--- config.mk ---
export PLATFORM = sky130hd
export DESIGN_NAME = id_ex_stage
export DESIGN_NICKNAME = d
export VERILOG_FILES = /design/src/rtl/rv_pkg.sv /design/src/rtl/id_ex_stage_imm_gen.sv /design/src/rtl/id_ex_stage.sv
export SDC_FILE = /design/constraint.sdc
export NUM_CORES = 1
export LEC_CHECK = 0
export CAP_MARGIN = 40
export CORE_MARGIN = 3
export CORE_UTILIZATION = 34
export DETAILED_ROUTE_END_ITERATION = 6
export PLACE_DENSITY = 0.78
export SYNTH_ARGS = -nofsm -noshare
export SYNTH_HDL_FRONTEND = slang
export SYNTH_SLANG_ARGS = --single-unit
--- constraint.sdc ---
create_clock -name clk -period 4 [get_ports clk]
set_input_delay 0.6 -clock clk [delete_from_list [all_inputs] [get_ports clk]]
set_output_delay 0.6 -clock clk [all_outputs]
set_load 0.01 [all_outputs]
--- src/rtl/rv_pkg.sv ---
// Shared RV32I decode definitions: opcodes, ALU operations, immediate
// formats and the per-instruction control bundle used by the ID stage.
package rv_pkg;

   localparam logic [6:0] OP_R      = 7'b0110011;
   localparam logic [6:0] OP_I      = 7'b0010011;
   localparam logic [6:0] OP_LOAD   = 7'b0000011;
   localparam logic [6:0] OP_STORE  = 7'b0100011;
   localparam logic [6:0] OP_BRANCH = 7'b1100011;

   typedef enum logic [3:0] {
      ALU_ADD = 4'd0,
      ALU_SUB = 4'd1,
      ALU_AND = 4'd2,
      ALU_OR  = 4'd3,
      ALU_XOR = 4'd4,
      ALU_SLT = 4'd5,
      ALU_SLL = 4'd6,
      ALU_SRL = 4'd7,
      ALU_SRA = 4'd8
   } alu_op_e;

   typedef enum logic [1:0] {
      IMM_NONE = 2'd0,
      IMM_I    = 2'd1,
      IMM_S    = 2'd2,
      IMM_B    = 2'd3
   } imm_type_e;

   // Decoded control for one instruction before it is registered.
   typedef struct packed {
      logic      reg_write;
      logic      mem_read;
      logic      mem_write;
      logic      branch;
      logic      alu_src;
      alu_op_e   alu_op;
      imm_type_e imm_type;
      logic      rs2_used;
      logic      rd_used;
   } ctrl_t;

   // ALU operation from funct3 / funct7[5]. SUB only exists in the
   // register form; SLTU/SLTIU fold onto SLT as the ALU has no unsigned
   // compare.
   function automatic alu_op_e alu_dec(input logic [2:0] f3,
                                       input logic       f7b5,
                                       input logic       is_r);
      alu_op_e op;
      case (f3)
         3'b000:  op = (is_r && f7b5) ? ALU_SUB : ALU_ADD;
         3'b001:  op = ALU_SLL;
         3'b010:  op = ALU_SLT;
         3'b011:  op = ALU_SLT;
         3'b100:  op = ALU_XOR;
         3'b101:  op = f7b5 ? ALU_SRA : ALU_SRL;
         3'b110:  op = ALU_OR;
         default: op = ALU_AND;
      endcase
      return op;
   endfunction

endpackage

--- src/rtl/id_ex_stage_imm_gen.sv ---
// Immediate generator: extracts the I/S/B immediate and sign-extends it.
module imm_gen
   import rv_pkg::*;
#(
   parameter int N = 32
) (
   input  logic [31:0]  i_instr,
   input  imm_type_e    i_imm_type,
   output logic [N-1:0] o_imm
);

   logic [12:0] w_imm13;
   logic        w_unused;

   // Collect the raw immediate as a 13-bit signed value (B is the widest).
   always_comb begin
      w_imm13 = '0;
      case (i_imm_type)
         IMM_I:   w_imm13 = {i_instr[31], i_instr[31:20]};
         IMM_S:   w_imm13 = {i_instr[31], i_instr[31:25], i_instr[11:7]};
         IMM_B:   w_imm13 = {i_instr[31], i_instr[7], i_instr[30:25],
                             i_instr[11:8], 1'b0};
         default: w_imm13 = '0;
      endcase
   end

   assign o_imm    = {{(N-13){w_imm13[12]}}, w_imm13};
   // Opcode, rs1 and funct3 never contribute to an immediate.
   assign w_unused = ^{i_instr[19:12], i_instr[6:0]};

endmodule

--- src/rtl/id_ex_stage.sv ---
// ID stage: decode, register-file read with write-back bypass, load-use
// hazard detection and the ID/EX pipeline register.
module id_ex_stage
   import rv_pkg::*;
#(
   parameter int N   = 32,
   parameter int PCW = 32
) (
   input  logic           clk,
   input  logic           rst,
   input  logic           id_valid,
   input  logic [31:0]    id_instr,
   input  logic [PCW-1:0] id_pc,
   input  logic           flush,
   output logic [4:0]     readreg1,
   output logic [4:0]     readreg2,
   input  logic [N-1:0]   regdata1,
   input  logic [N-1:0]   regdata2,
   input  logic           wb_rw,
   input  logic [4:0]     wb_writereg,
   input  logic [N-1:0]   wb_data,
   output logic           stall,
   output logic           ex_valid,
   output logic           ex_reg_write,
   output logic           ex_mem_read,
   output logic           ex_mem_write,
   output logic           ex_branch,
   output logic           ex_alu_src,
   output logic [3:0]     ex_alu_op,
   output logic [4:0]     ex_rd,
   output logic [N-1:0]   ex_rs1_data,
   output logic [N-1:0]   ex_rs2_data,
   output logic [N-1:0]   ex_imm,
   output logic [PCW-1:0] ex_pc
);

   logic [6:0]     w_opcode;
   logic [4:0]     w_rd;
   logic [4:0]     w_rs1;
   logic [4:0]     w_rs2;
   ctrl_t          w_ctrl;
   logic [N-1:0]   w_imm;
   logic [N-1:0]   w_op1;
   logic [N-1:0]   w_op2;
   logic           w_hazard;
   logic           w_bubble;

   logic           r_valid;
   logic           r_reg_write;
   logic           r_mem_read;
   logic           r_mem_write;
   logic           r_branch;
   logic           r_alu_src;
   logic [3:0]     r_alu_op;
   logic [4:0]     r_rd;
   logic [N-1:0]   r_rs1_data;
   logic [N-1:0]   r_rs2_data;
   logic [N-1:0]   r_imm;
   logic [PCW-1:0] r_pc;

   assign w_opcode = id_instr[6:0];
   assign w_rd     = id_instr[11:7];
   assign w_rs1    = id_instr[19:15];
   assign w_rs2    = id_instr[24:20];
   assign readreg1 = w_rs1;
   assign readreg2 = w_rs2;

   // Opcode decode into the control bundle; unknown opcodes stay all-zero.
   always_comb begin
      w_ctrl          = '0;
      w_ctrl.alu_op   = ALU_ADD;
      w_ctrl.imm_type = IMM_NONE;
      case (w_opcode)
         OP_R: begin
            w_ctrl.reg_write = 1'b1;
            w_ctrl.rd_used   = 1'b1;
            w_ctrl.rs2_used  = 1'b1;
            w_ctrl.alu_op    = alu_dec(id_instr[14:12], id_instr[30], 1'b1);
         end
         OP_I: begin
            w_ctrl.reg_write = 1'b1;
            w_ctrl.rd_used   = 1'b1;
            w_ctrl.alu_src   = 1'b1;
            w_ctrl.imm_type  = IMM_I;
            w_ctrl.alu_op    = alu_dec(id_instr[14:12], id_instr[30], 1'b0);
         end
         OP_LOAD: begin
            w_ctrl.reg_write = 1'b1;
            w_ctrl.rd_used   = 1'b1;
            w_ctrl.mem_read  = 1'b1;
            w_ctrl.alu_src   = 1'b1;
            w_ctrl.imm_type  = IMM_I;
         end
         OP_STORE: begin
            w_ctrl.mem_write = 1'b1;
            w_ctrl.alu_src   = 1'b1;
            w_ctrl.rs2_used  = 1'b1;
            w_ctrl.imm_type  = IMM_S;
         end
         OP_BRANCH: begin
            w_ctrl.branch   = 1'b1;
            w_ctrl.rs2_used = 1'b1;
            w_ctrl.alu_op   = ALU_SUB;
            w_ctrl.imm_type = IMM_B;
         end
         default: ;
      endcase
      // x0 is hardwired; never let a write to it reach WB.
      if (w_rd == 5'd0) w_ctrl.reg_write = 1'b0;
   end

   imm_gen #(.N(N)) u_imm_gen (
      .i_instr    (id_instr),
      .i_imm_type (w_ctrl.imm_type),
      .o_imm      (w_imm)
   );

   // Operands: x0 reads zero, a same-cycle WB write to the source wins.
   assign w_op1 = (w_rs1 == 5'd0) ? '0 :
                  (wb_rw && (wb_writereg == w_rs1)) ? wb_data : regdata1;
   assign w_op2 = (w_rs2 == 5'd0) ? '0 :
                  (wb_rw && (wb_writereg == w_rs2)) ? wb_data : regdata2;

   // Load in EX whose result is needed by the instruction now in ID.
   assign w_hazard = r_valid && r_mem_read && (r_rd != 5'd0) &&
                     ((r_rd == w_rs1) || (w_ctrl.rs2_used && (r_rd == w_rs2)));
   assign stall    = !rst && id_valid && w_hazard && !flush;
   assign w_bubble = flush || !id_valid || stall;

   // ID/EX register: clear on reset, bubble on flush/empty/stall, else load.
   always_ff @(posedge clk or posedge rst) begin
      if (rst) begin
         r_valid     <= 1'b0;
         r_reg_write <= 1'b0;
         r_mem_read  <= 1'b0;
         r_mem_write <= 1'b0;
         r_branch    <= 1'b0;
         r_alu_src   <= 1'b0;
         r_alu_op    <= '0;
         r_rd        <= '0;
         r_rs1_data  <= '0;
         r_rs2_data  <= '0;
         r_imm       <= '0;
         r_pc        <= '0;
      end else if (w_bubble) begin
         r_valid     <= 1'b0;
         r_reg_write <= 1'b0;
         r_mem_read  <= 1'b0;
         r_mem_write <= 1'b0;
         r_branch    <= 1'b0;
         r_alu_src   <= 1'b0;
         r_alu_op    <= '0;
         r_rd        <= '0;
         r_rs1_data  <= '0;
         r_rs2_data  <= '0;
         r_imm       <= '0;
         r_pc        <= '0;
      end else begin
         r_valid     <= 1'b1;
         r_reg_write <= w_ctrl.reg_write;
         r_mem_read  <= w_ctrl.mem_read;
         r_mem_write <= w_ctrl.mem_write;
         r_branch    <= w_ctrl.branch;
         r_alu_src   <= w_ctrl.alu_src;
         r_alu_op    <= w_ctrl.alu_op;
         r_rd        <= w_ctrl.rd_used ? w_rd : 5'd0;
         r_rs1_data  <= w_op1;
         r_rs2_data  <= w_op2;
         r_imm       <= w_imm;
         r_pc        <= id_pc;
      end
   end

   assign ex_valid     = r_valid;
   assign ex_reg_write = r_reg_write;
   assign ex_mem_read  = r_mem_read;
   assign ex_mem_write = r_mem_write;
   assign ex_branch    = r_branch;
   assign ex_alu_src   = r_alu_src;
   assign ex_alu_op    = r_alu_op;
   assign ex_rd        = r_rd;
   assign ex_rs1_data  = r_rs1_data;
   assign ex_rs2_data  = r_rs2_data;
   assign ex_imm       = r_imm;
   assign ex_pc        = r_pc;

endmodule
# --- Word-level counts from Yosys, hierarchy flattened ---
# Index checks and enable logic that the tools add are counted.
word_totals:
  regBits: 143
  input_bits: 170
  out_inout_bits: 154
  wordCells: 86
classes:
  eq_ne: 18
  muxes: 31
  reduce_logical: 25
ops:
  columns: ["operator", "n"]
  rows:
  - ["32-bit 2-to-1 mux", 8]
  - ["4-bit one-hot mux with 6 select lines", 2]
  - ["13-bit one-hot mux with 3 select lines", 1]
  - ["5-bit == test", 4]
  - ["5-bit logical NOT", 3]
  - ["7-bit by 6-bit == test with 1-bit output, second input constant", 2]
  - ["1-bit 2-to-1 mux", 14]
  - ["4-bit one-hot mux with 3 select lines", 1]
  - ["5-bit 2-to-1 mux", 2]
  - ["3-bit == test, second input constant", 3]
  - ["1-bit logical AND", 9]
  - ["3-bit OR reduction", 3]
  - ["4-bit 2-to-1 mux", 2]
  - ["7-bit by 2-bit == test with 1-bit output, second input constant", 1]
  - ["7-bit by 5-bit == test with 1-bit output, second input constant", 1]
  - ["7-bit == test, second input constant", 1]
  - ["3-bit by 2-bit == test with 1-bit output, second input constant", 2]
  - ["2-bit one-hot mux with 3 select lines", 1]
  - ["5-bit nonzero test", 1]
  - ["2-bit == test, second input constant", 2]
  - ["2-bit OR reduction", 2]
  - ["3-bit by 1-bit == test with 1-bit output, second input constant", 1]
  - ["1-bit logical NOT", 3]
  - ["3-bit logical NOT", 1]
  - ["2 further kinds", 4]

# --- Logic depth before layout (Yosys ltp) ---
# Gate-level depths: netlist of the first run.
logic_depth:
  word_depth: 10
  ltp_mapped: 7
  ltp_nobuf: 6

# --- By module ---
# Synthesis of the first run repeated with hierarchy kept, for this count alone.
hier_totals:
  hier_cells: 504
  hier_area_um2: 6284.8
by_module_without_submodules:
  columns: ["mod", "n_inst", "cells_per_inst", "area_each_um2", "seq_area_each_um2"]
  rows:
  - ["id_ex_stage", 1, 467, 6003.3, 3578.4]
  - ["imm_gen", 1, 37, 281.5, 0.0]

# --- Worst setup path after synthesis of the first run ---
# Ideal clock, no wire load.
synth_path:
  kind: "input to output"
  startpoint: "input id_instr[2]"
  endpoint: "output stall"
  t_arrival_ns: 1.772
  t_required_ns: 3.400
  setup_slack_ns: 1.628
  path_stages: 4
  path_buffers: 0
  path_cell_list: "nand4bb_4 > a211o_1 > or4_1 > nand2_1"
synth_between:
  elab_chain_cells: 8
  word_cells_on_any_way: 10
  cone_classes: "3 x eq/ne; 1 x mux; 6 x reduce/logical"
synth_lines:
  columns: ["element", "line_no", "source"]
  rows:
  - ["start: declaration", "id_ex_stage.sv:12", "input logic [31:0] id_instr,"]
  - ["7-bit == test or 7-bit by 6-bit == test with 1-bit output (tied branches)", "id_ex_stage.sv:73", "case (w_opcode)"]
  - ["3-bit OR reduction (no source line) *", null, null]
  - ["1-bit 2-to-1 mux *", "id_ex_stage.sv:73", null]
  - ["1-bit logical AND *", "id_ex_stage.sv:126", "((r_rd == w_rs1) || (w_ctrl.rs2_used && (r_rd == w_rs2)));"]
  - ["1-bit logical OR *", "id_ex_stage.sv:126", null]
  - ["1-bit logical AND *", "id_ex_stage.sv:125", "assign w_hazard = r_valid && r_mem_read && (r_rd != 5'd0) &&"]
  - ["1-bit logical AND * (2 in a row)", "id_ex_stage.sv:127", "assign stall = !rst && id_valid && w_hazard && !flush;"]
  - ["end: declaration", "id_ex_stage.sv:22", "output logic stall,"]
# Every way passes the cells marked *; elsewhere a longest branch is shown, timed or not.

# --- Worst setup path in the final report of the first run ---
layout_path:
  startpoint: "input id_instr[1]"
  endpoint: "output stall"
# Same word-level chain as after synthesis.

==> run_results.csv, run 1 <==
group,metric,value,unit
run_status,outcome,"finished, final reports clean",
clock_network,postCtsHoldBufs,0,
critical_path,reg2reg_slack,1.44,ns
timing,setup_viol,0,
timing,clock_skew,0.00770,ns
detailed_routing,drc_errors,0,
yosys,yosysUniqueCellTypes,38,
yosys,syn_area,0.00525,mm^2
detailed_routing,vias,4393,
power_and_ir_drop,p_leak,0.00377,uW
floorplanning,die_w,130,um
global_routing,grt_start_max_net_pins,70,
clock_network,root_buffer,"clkbuf_16",
place,dp.final_hpwl,12500,um
global_routing,grt_antenna_before_repair,0,
clock_network,clkSlewWorstSetupHoldPaths,0.05,ns
finish,design_area,0.00898,mm^2
critical_path,cp-start-kind,"input pin",
floorplanning,die_y,130,um
clock_network,cts-buffers-inserted,17,
clock_network,clock_path_buffers,2,
critical_path,crit_required,3.40,ns
yosys,syn_inst,439,
floorplanning,io-pin-count,324,
yosys,synthFlopType,"dfrtp_1",
yosys,avgSynthCellArea,12.0,um^2
timing,fin_crit_sh,85.1,%
finish,drive_above_1_share,7.60,%
floorplanning,rows,44,
critical_path,arrival,2.80,ns
yosys,ys_warn_count,0,
timing,rsz0062_at_grt,"false",
floorplanning,core-area,0.0148,mm^2
clock_network,clk_latency,0.41,ns
yosys,synthAdderAreaFrac,0,%
floorplanning,start_util,35.5,%
job,maxCapViolations,0,
place,place.gp.congestion,0.951,
clock_network,cts_max_level,4,
finish,layout_commonest_cell,"clkdlybuf4s50_1",
place,dpl_cell_area,0.00843,mm^2
yosys,synth-compound-area-share,2.29,%
floorplanning,dieArea,0.0170,mm^2
critical_path,endpoint_kind,"primary output",
critical_path,rr_endpoint,"ex_rd[1]$_DFF_PP0_",
detailed_routing,drtIter0Drc,184,
timing,drv_slew,0,
detailed_routing,routed_via_density,4.70,
global_routing,grt_pass1_vias,4617,
yosys,async_flop_share,100,%
timing,slew_headroom,32.8,%
clock_network,cts_resized,0,
clock_network,cts_tree,"built",
detailed_routing,dr.pass1.iters,5,
finish,fin_nets,907,
critical_path,rr_startpoint,"ex_rd[1]$_DFF_PP0_",
detailed_routing,drt_wl_total,16400,um
place,placement.io_buffers,323,
finish,n_fill_cell,1135,
global_routing,grt-ovfl-total,0,
yosys,synth-edff-count,0,
power_and_ir_drop,power.density,351,mW/mm^2
timing,fin_crit,3.40,ns
yosys,synth_mux_area_share,12.2,%
global_routing,grt_usage,19.2,%
timing,fmaxAchievable,294,MHz
critical_path,critPathKind,"input pin to primary output",
yosys,ys_seq_elements,124,
detailed_routing,wl_per_cell,17.6,um
yosys,synth-seq-area-share,59.1,%
timing,tightest_slew,1.00,ns
clock_network,cts_sinks,124,
yosys,synth_top_family_by_area,"simple AND/OR/NAND/NOR gates",
critical_path,r2r.worst_path.cells,6,
timing,tns,0,ns
yosys,yosys.area_share.simple,16.2,%
power_and_ir_drop,p_total,3160,uW
yosys,synth-xor-area-share,3.33,%
place,place_ws,0.598,ns
timing,setup_slack,0.596,ns
hold_path,hp-class,"input pin to async pin",
yosys,synthesis.nets,609,
detailed_routing,postRouteAntennaNets,0,
power_and_ir_drop,ir_drop,0.290,mV
clock_network,cts_setup_buffers,0,
critical_path,path_max_fanout,5,
global_routing,grt_pass1_wl,24700,um
finish,area_growth_syn_to_layout,71.0,%
timing,finalHoldViolCount,0,
finish,final_cell_mix,"323 x clkdlybuf4s50_1, 124 x dfrtp_1, 67 x nor2_1",
how the worst max path moves through the flow:
stage,startpoint,endpoint
2_1_floorplan,rst,ex_alu_op[0]$_DFF_PP0_
3_3_place_gp,id_instr[2],stall
3_5_place_dp,id_instr[1],stall
4_1_cts,id_instr[1],stall
5_1_grt,id_instr[1],stall
6_report,id_instr[1],stall
critical path: stages:
cell,delay [ns]
clkdlybuf4s50_1,0.52
nand4bb_4,0.16
a211o_1,0.34
or4_1,0.55
nand2_1,0.09
clkdlybuf4s50_1,0.54
final cells by class:
cell class	count	area, um^2	share of cell area (%)
repair buffers	329	3290	36.6
flip-flops and latches	124	3100	34.5
multi-input cells	261	1790	19.9
clock buffers	18	439	4.89
well taps	184	230	2.56
clock inverters	14	111	1.24
inverters	4	17.5	0.195
diodes	1	2.50	0.0279
cell families (layout without fill, tap and decap cells):
group / Yosys count / in the layout
other: 0 / 1
muxes: 64 / 64
xor gates and xnor gates: 20 / 20
AOI/OAI and AO/OA: 17 / 17
DFF: 124 / 124
and+or+nand+nor: 160 / 160
buffers and inverters: 54 / 365
synthesized netlist by cell type, types with 3 or more instances:
cell type,n,area (um^2)
and2_1,33,206
inv_1,3,11.3
nor4_1,7,43.8
and3_1,14,87.6
clkbuf_1,8,30.0
nor3_1,4,20.0
xor2_1,10,87.6
a22oi_1,5,37.5
buf_6,6,67.6
xnor2_1,10,87.6
dfrtp_1,124,3100
nand3_1,3,15.0
buf_4,29,218
a21oi_1,4,20.0
nor2_2,11,68.8
mux2i_1,64,641
nor2_1,67,251
buf_2,6,30.0
or4_1,6,45.0
nand2_1,5,18.8
sequential cells by signal, indices dropped and copies added (netlist names):
signal	flops
ex_mem_read	1
ex_reg_write	1
ex_alu_op	4
ex_alu_src	1
ex_rs2_data	32
ex_pc	32
ex_rd	5
ex_mem_write	1
ex_branch	1
ex_valid	1
ex_imm	13
ex_rs1_data	32
stage by stage:
stage | instances | utilization (%) | hold WS [ns]
2_1_floorplan | 439 | - | 0.670
4_1_cts | 934 | 60.6 | 0.691
3_3_place_gp | 902 | 56.9 | 1.12
6_report | 935 | 60.7 | 0.682
3_5_place_dp | 902 | 56.9 | 1.13
5_1_grt | 934 | 60.6 | 0.722
routing by layer:
layer	routed length, um	track usage (%)	up-vias
li1	-	-	2034
met1	5940	21.1	2072
met2	8250	32.3	260
met3	1920	8.19	27
met4	335	8.62	0
met5	0	0	-
power by group:
part | switching, uW | leakage [uW] | total [uW] | internal, uW
Combinational | 177 | 0.00183 | 447 | 271
Sequential | 11.6 | 0.00168 | 1310 | 1290
Clock | 586 | 0.000253 | 1400 | 818
No activity file was read; power rests on OpenSTA's default activity.
==> run 2, diff against run 1 <==
--- a/config.mk
+++ b/config.mk
@@ -7,9 +7,10 @@
 export LEC_CHECK = 0
 export CAP_MARGIN = 40
 export CORE_MARGIN = 3
-export CORE_UTILIZATION = 34
+export CORE_UTILIZATION = 35
+export CTS_BUF_LIST = sky130_fd_sc_hd__clkbuf_8
 export DETAILED_ROUTE_END_ITERATION = 6
-export PLACE_DENSITY = 0.78
+export PLACE_DENSITY_LB_ADDON = 0.1
 export SYNTH_ARGS = -nofsm -noshare
 export SYNTH_HDL_FRONTEND = slang
 export SYNTH_SLANG_ARGS = --single-unit
==> run_results.csv, run 2 (synthesis gave the netlist of run 1 again) <==
group,metric,value,unit
timing,drv_slew,0,
power_and_ir_drop,ir_drop,0.229,mV
clock_network,clock_path_buffers,2,
critical_path,arrival,2.78,ns
clock_network,clk_latency,0.43,ns
power_and_ir_drop,p_sw_share,23.0,%
finish,area_growth_syn_to_layout,68.0,%
global_routing,grt_pass1_vias,4605,
power_and_ir_drop,p_leak,0.00373,uW
finish,fin_nets,907,
detailed_routing,vias,4326,
global_routing,grt_antenna_before_repair,0,
floorplanning,rows,44,
detailed_routing,postRouteAntennaNets,0,
timing,slew_headroom,42.1,%
clock_network,postCtsHoldBufs,0,
power_and_ir_drop,p_seq_share,46.3,%
clock_network,cts_setup_buffers,0,
clock_network,cts_sinks,124,
clock_network,cts_tree,"built",
power_and_ir_drop,netSwitchingPower,647,uW
power_and_ir_drop,p_int,2170,uW
floorplanning,die_y,129,um
critical_path,crit_path_start,"id_instr[2]",
clock_network,cts-buffers-inserted,17,
place,dp.final_hpwl,13200,um
power_and_ir_drop,power.density,319,mW/mm^2
detailed_routing,dr.pass1.iters,4,
timing,setup_slack,0.616,ns
finish,num_antenna_cells,0,
finish,layout_commonest_cell,"clkdlybuf4s50_1",
job,maxCapViolations,0,
global_routing,grt_pass1_wl,25700,um
detailed_routing,wl_per_cell,18.3,um
finish,n_fill_cell,1158,
place,place.gp.congestion,0.783,
place,place_ws,0.619,ns
floorplanning,io-pin-count,324,
floorplanning,start_util,36.0,%
timing,fin_crit_sh,84.6,%
hold_path,hp-class,"input pin to async pin",
timing,clock_skew,0.00815,ns
detailed_routing,routed_via_density,4.64,
detailed_routing,drt_wl_total,17000,um
critical_path,crit_required,3.40,ns
run_status,outcome,"finished, final reports clean",
power_and_ir_drop,p_total,2820,uW
critical_path,path_max_fanout,5,
critical_path,endpoint_kind,"primary output",
critical_path,critPathKind,"input pin to primary output",
global_routing,grt_usage,20.6,%
clock_network,clkSlewWorstSetupHoldPaths,0.07,ns
finish,final_cell_mix,"323 x clkdlybuf4s50_1, 124 x dfrtp_1, 67 x nor2_1",
timing,tightest_slew,0.862,ns
place,placement.io_buffers,323,
detailed_routing,drc_errors,0,
global_routing,grt-ovfl-total,0,
clock_network,cts_max_level,4,
clock_network,root_buffer,"clkbuf_8",
timing,setup_viol,0,
global_routing,grt_start_max_net_pins,59,
timing,finalHoldViolCount,0,
finish,drive_above_1_share,7.09,%
timing,tns,0,ns
finish,multi_input_area,0.00179,mm^2
timing,rsz0062_at_grt,"false",
finish,seq_area,0.00310,mm^2
clock_network,cts_resized,0,
detailed_routing,drtIter0Drc,76,
floorplanning,dieArea,0.0165,mm^2
timing,fmaxAchievable,295,MHz
critical_path,rr_startpoint,"ex_rd[1]$_DFF_PP0_",
floorplanning,die_w,129,um
critical_path,cp-start-kind,"input pin",
power_and_ir_drop,combPwrFrac,15.9,%
timing,fin_crit,3.38,ns
floorplanning,core-area,0.0146,mm^2
power_and_ir_drop,pwr-share-clk,37.7,%
## run 2: changes by cell type in the layout (fill, tap and decap cells not counted), moves of 2 or more
cell,previous run,this run
clkbuf_8,1,21
clkinv_2,1,4
inv_6,6,0
clkbuf_16,17,0
clkinvlp_4,6,0
bufinv_16,0,2
inv_1,2,4
## run 2: layer usage
layer / track usage (%) / part of all wire [%] / up-vias
li1: - / - / 2032
met1: 23.0 / 37 / 2038
met2: 34.7 / 49 / 224
met3: 9.67 / 11 / 32
met4: 6.86 / 2.6 / 0
met5: 0 / 0 / -
## run 2: critical path: stages
cell	delay (ns)
clkdlybuf4s50_1	0.41
nand4bb_4	0.26
a211o_1	0.33
or4_1	0.55
nand2_1	0.10
clkdlybuf4s50_1	0.55
## run 2: through the flow
stage,cells,hold WS [ns],area (um^2),util [%]
3_5_place_dp,902,0.988,8440,57.9
5_1_grt,932,0.526,8830,60.5
2_1_floorplan,439,0.670,5250,-
3_3_place_gp,901,1.16,8420,57.7
6_report,932,0.518,8830,60.5
4_1_cts,932,0.508,8830,60.5
## run 2: layout make-up
| cell class | instances | area share [%] |
|---|---|---|
| repair buffers | 329 | 37.4 |
| flip-flops and latches | 124 | 35.2 |
| multi-input cells | 261 | 20.3 |
| clock buffers | 21 | 3.27 |
| well taps | 184 | 2.61 |
| clock inverters | 9 | 1.09 |
| inverters | 4 | 0.198 |
## run 2: worst paths after layout
kind	endpoint	slack, ns	depth (start not counted)
min reg2reg	ex_imm[0]$_DFF_PP0_	1.26	5
max in group asynchronous	ex_pc[10]$_DFF_PP0_	2.58	4
max	stall	0.62	6
min in group clk	ex_pc[20]$_DFF_PP0_	0.71	2
min	ex_valid$_DFF_PP0_	0.52	2
max reg2reg	ex_rd[3]$_DFF_PP0_	1.50	6
## run 2: power groups by stage
stage               clock [uW]  sequential (uW)  combinational (uW)
floorplan                    0             1350                 128
global placement             0             1330                 448
detailed placement           0             1330                 454
CTS                       1100             1310                 457
global route              1160             1310                 486
finish                    1060             1310                 448
==> run 3, diff against run 2 <==
==> constraint.sdc (replaced) <==
create_clock -name clk -period 3.48 [get_ports clk]
set_input_delay 0.522 -clock clk [delete_from_list [all_inputs] [get_ports clk]]
set_output_delay 0.522 -clock clk [all_outputs]
set_load 0.01 [all_outputs]
==> run_results.csv, run 3 (synthesis gave the netlist of run 1 again) <==
group,metric,value,unit
global_routing,grt-ovfl-total,0,
detailed_routing,postRouteAntennaNets,0,
critical_path,r2r.worst_path.cells,6,
finish,design_area,0.00893,mm^2
clock_network,cts_sinks,124,
clock_network,postCtsHoldBufs,0,
place,dp.final_hpwl,13500,um
clock_network,clock_path_buffers,2,
finish,n_fill_cell,1189,
floorplanning,io-pin-count,324,
timing,rsz0062_at_grt,"false",
finish,drive_above_1_share,8.21,%
clock_network,cts_tree,"built",
place,place.gp.congestion,0.800,
critical_path,critical_path.top_delay_family,"buffers and inverters",
critical_path,cp_slowest_stage_delay,0.55,ns
power_and_ir_drop,power.density,379,mW/mm^2
finish,multi_input_area,0.00179,mm^2
place,placement.io_buffers,323,
detailed_routing,dr.pass1.iters,4,
clock_network,clkSlewWorstSetupHoldPaths,0.08,ns
hold_path,min_from,"id_pc[30]",
detailed_routing,drt_wl_total,17500,um
critical_path,critPathMostFrequentCell,"clkdlybuf4s50_1",
timing,tightest_slew,0.774,ns
floorplanning,dieArea,0.0165,mm^2
critical_path,cp_slowest_cell,"or4_1",
detailed_routing,drtIter0Drc,109,
hold_path,hp-class,"input pin to flip-flop",
job,maxCapViolations,0,
finish,layout_commonest_cell,"clkdlybuf4s50_1",
floorplanning,die_y,129,um
timing,tns,0,ns
floorplanning,core-area,0.0146,mm^2
clock_network,cts-buffers-inserted,17,
floorplanning,die_w,129,um
detailed_routing,wl_per_cell,18.6,um
timing,drv_slew,0,
floorplanning,rows,44,
timing,fin_crit,3.21,ns
timing,setup_slack,0.266,ns
critical_path,path_cells,"clkdlybuf4s50_1 -> nand4bb_4 -> a211o_1 -> or4_1 -> nand2_1 -> clkdlybuf4s50_1",
hold_path,min_delay_path_depth,2,
run_status,outcome,"finished, final reports clean",
timing,finalHoldViolCount,0,
timing,slew_headroom,48.0,%
global_routing,grt_usage,21.4,%
critical_path,critPathKind,"input pin to primary output",
place,place_ws,0.263,ns
critical_path,rr_startpoint,"ex_rd[1]$_DFF_PP0_",
critical_path,arrival,2.69,ns
critical_path,crit_path_start,"id_instr[1]",
clock_network,cts_setup_buffers,0,
critical_path,cp.depth,6,
clock_network,cts_max_level,4,
floorplanning,start_util,36.0,%
timing,fin_crit_sh,92.4,%
global_routing,grt_pass1_vias,4552,
clock_network,root_buffer,"clkbuf_8",
finish,seq_area,0.00310,mm^2
global_routing,grt_pass1_wl,26300,um
finish,fin_nets,913,
critical_path,critPathBufInv,2,
finish,final_cell_mix,"323 x clkdlybuf4s50_1, 124 x dfrtp_1, 67 x nor2_1",
place,dpl_cell_area,0.00850,mm^2
power_and_ir_drop,ir_drop,0.216,mV
clock_network,cts_resized,0,
timing,clock_skew,0.00556,ns
critical_path,crit_required,2.96,ns
critical_path,path_max_fanout,5,
detailed_routing,vias,4383,
critical_path,endpoint_kind,"primary output",
power_and_ir_drop,p_leak,0.00375,uW
timing,setup_viol,0,
detailed_routing,routed_via_density,4.66,
timing,fmaxAchievable,311,MHz
clock_network,clk_latency,0.43,ns
global_routing,grt_antenna_before_repair,2,
detailed_routing,drc_errors,0,
global_routing,grt_start_max_net_pins,125,
timing,whs,0.630,ns
finish,area_growth_syn_to_layout,70.1,%
critical_path,cp-start-kind,"input pin",
-- run 3: path summary, 6_finish.rpt --
path / to / slack [ns]
setup / recovery: stall / 0.27
hold / removal: ex_pc[30]$_DFF_PP0_ / 0.63
setup reg to reg: ex_imm[6]$_DFF_PP0_ / 1.24
hold reg to reg: ex_imm[3]$_DFF_PP0_ / 1.17
max in group asynchronous: ex_rs2_data[26]$_DFF_PP0_ / 2.34
min in group asynchronous: ex_rs2_data[2]$_DFF_PP0_ / 0.66
-- run 3: through the flow --
stage,total power (uW),util (%),std cells
6_report,3390,61.2,941
5_1_grt,3550,61.2,941
4_1_cts,3440,61.2,939
3_5_place_dp,2050,58.3,908
3_3_place_gp,2040,58.3,908
2_1_floorplan,1700,-,439
-- run 3: area by class of cell --
class	instances	share of cell area, %
clock inverters	14	2.18
multi-input cells	261	20.0
clock buffers	17	2.62
flip-flops and latches	124	34.7
inverters	4	0.210
repair buffers	335	37.6
diodes	2	0.0560
well taps	184	2.58
-- run 3: worst reg2reg max path, stage by stage (launching register included) --
cell and delay [ns]:
dfrtp_1 0.45, or4_1 0.57, o211ai_2 0.21, or4_1 0.18
nand3_2 0.10, inv_2 0.41, and3_1 0.26
-- run 3: routing by layer --
layer	vias up	track usage, %	share of wire [%]
met3	28	10.1	11
met1	2086	23.9	36
met4	0	9.20	2.9
met5	-	0	0
met2	222	35.0	49
li1	2047	-	-
-- run 3: power by group --
group / leakage (uW) / switching (uW) / internal [uW]
combinational: 0.00186 / 201 / 316
clock: 0.000204 / 593 / 779
sequential: 0.00168 / 13.4 / 1490
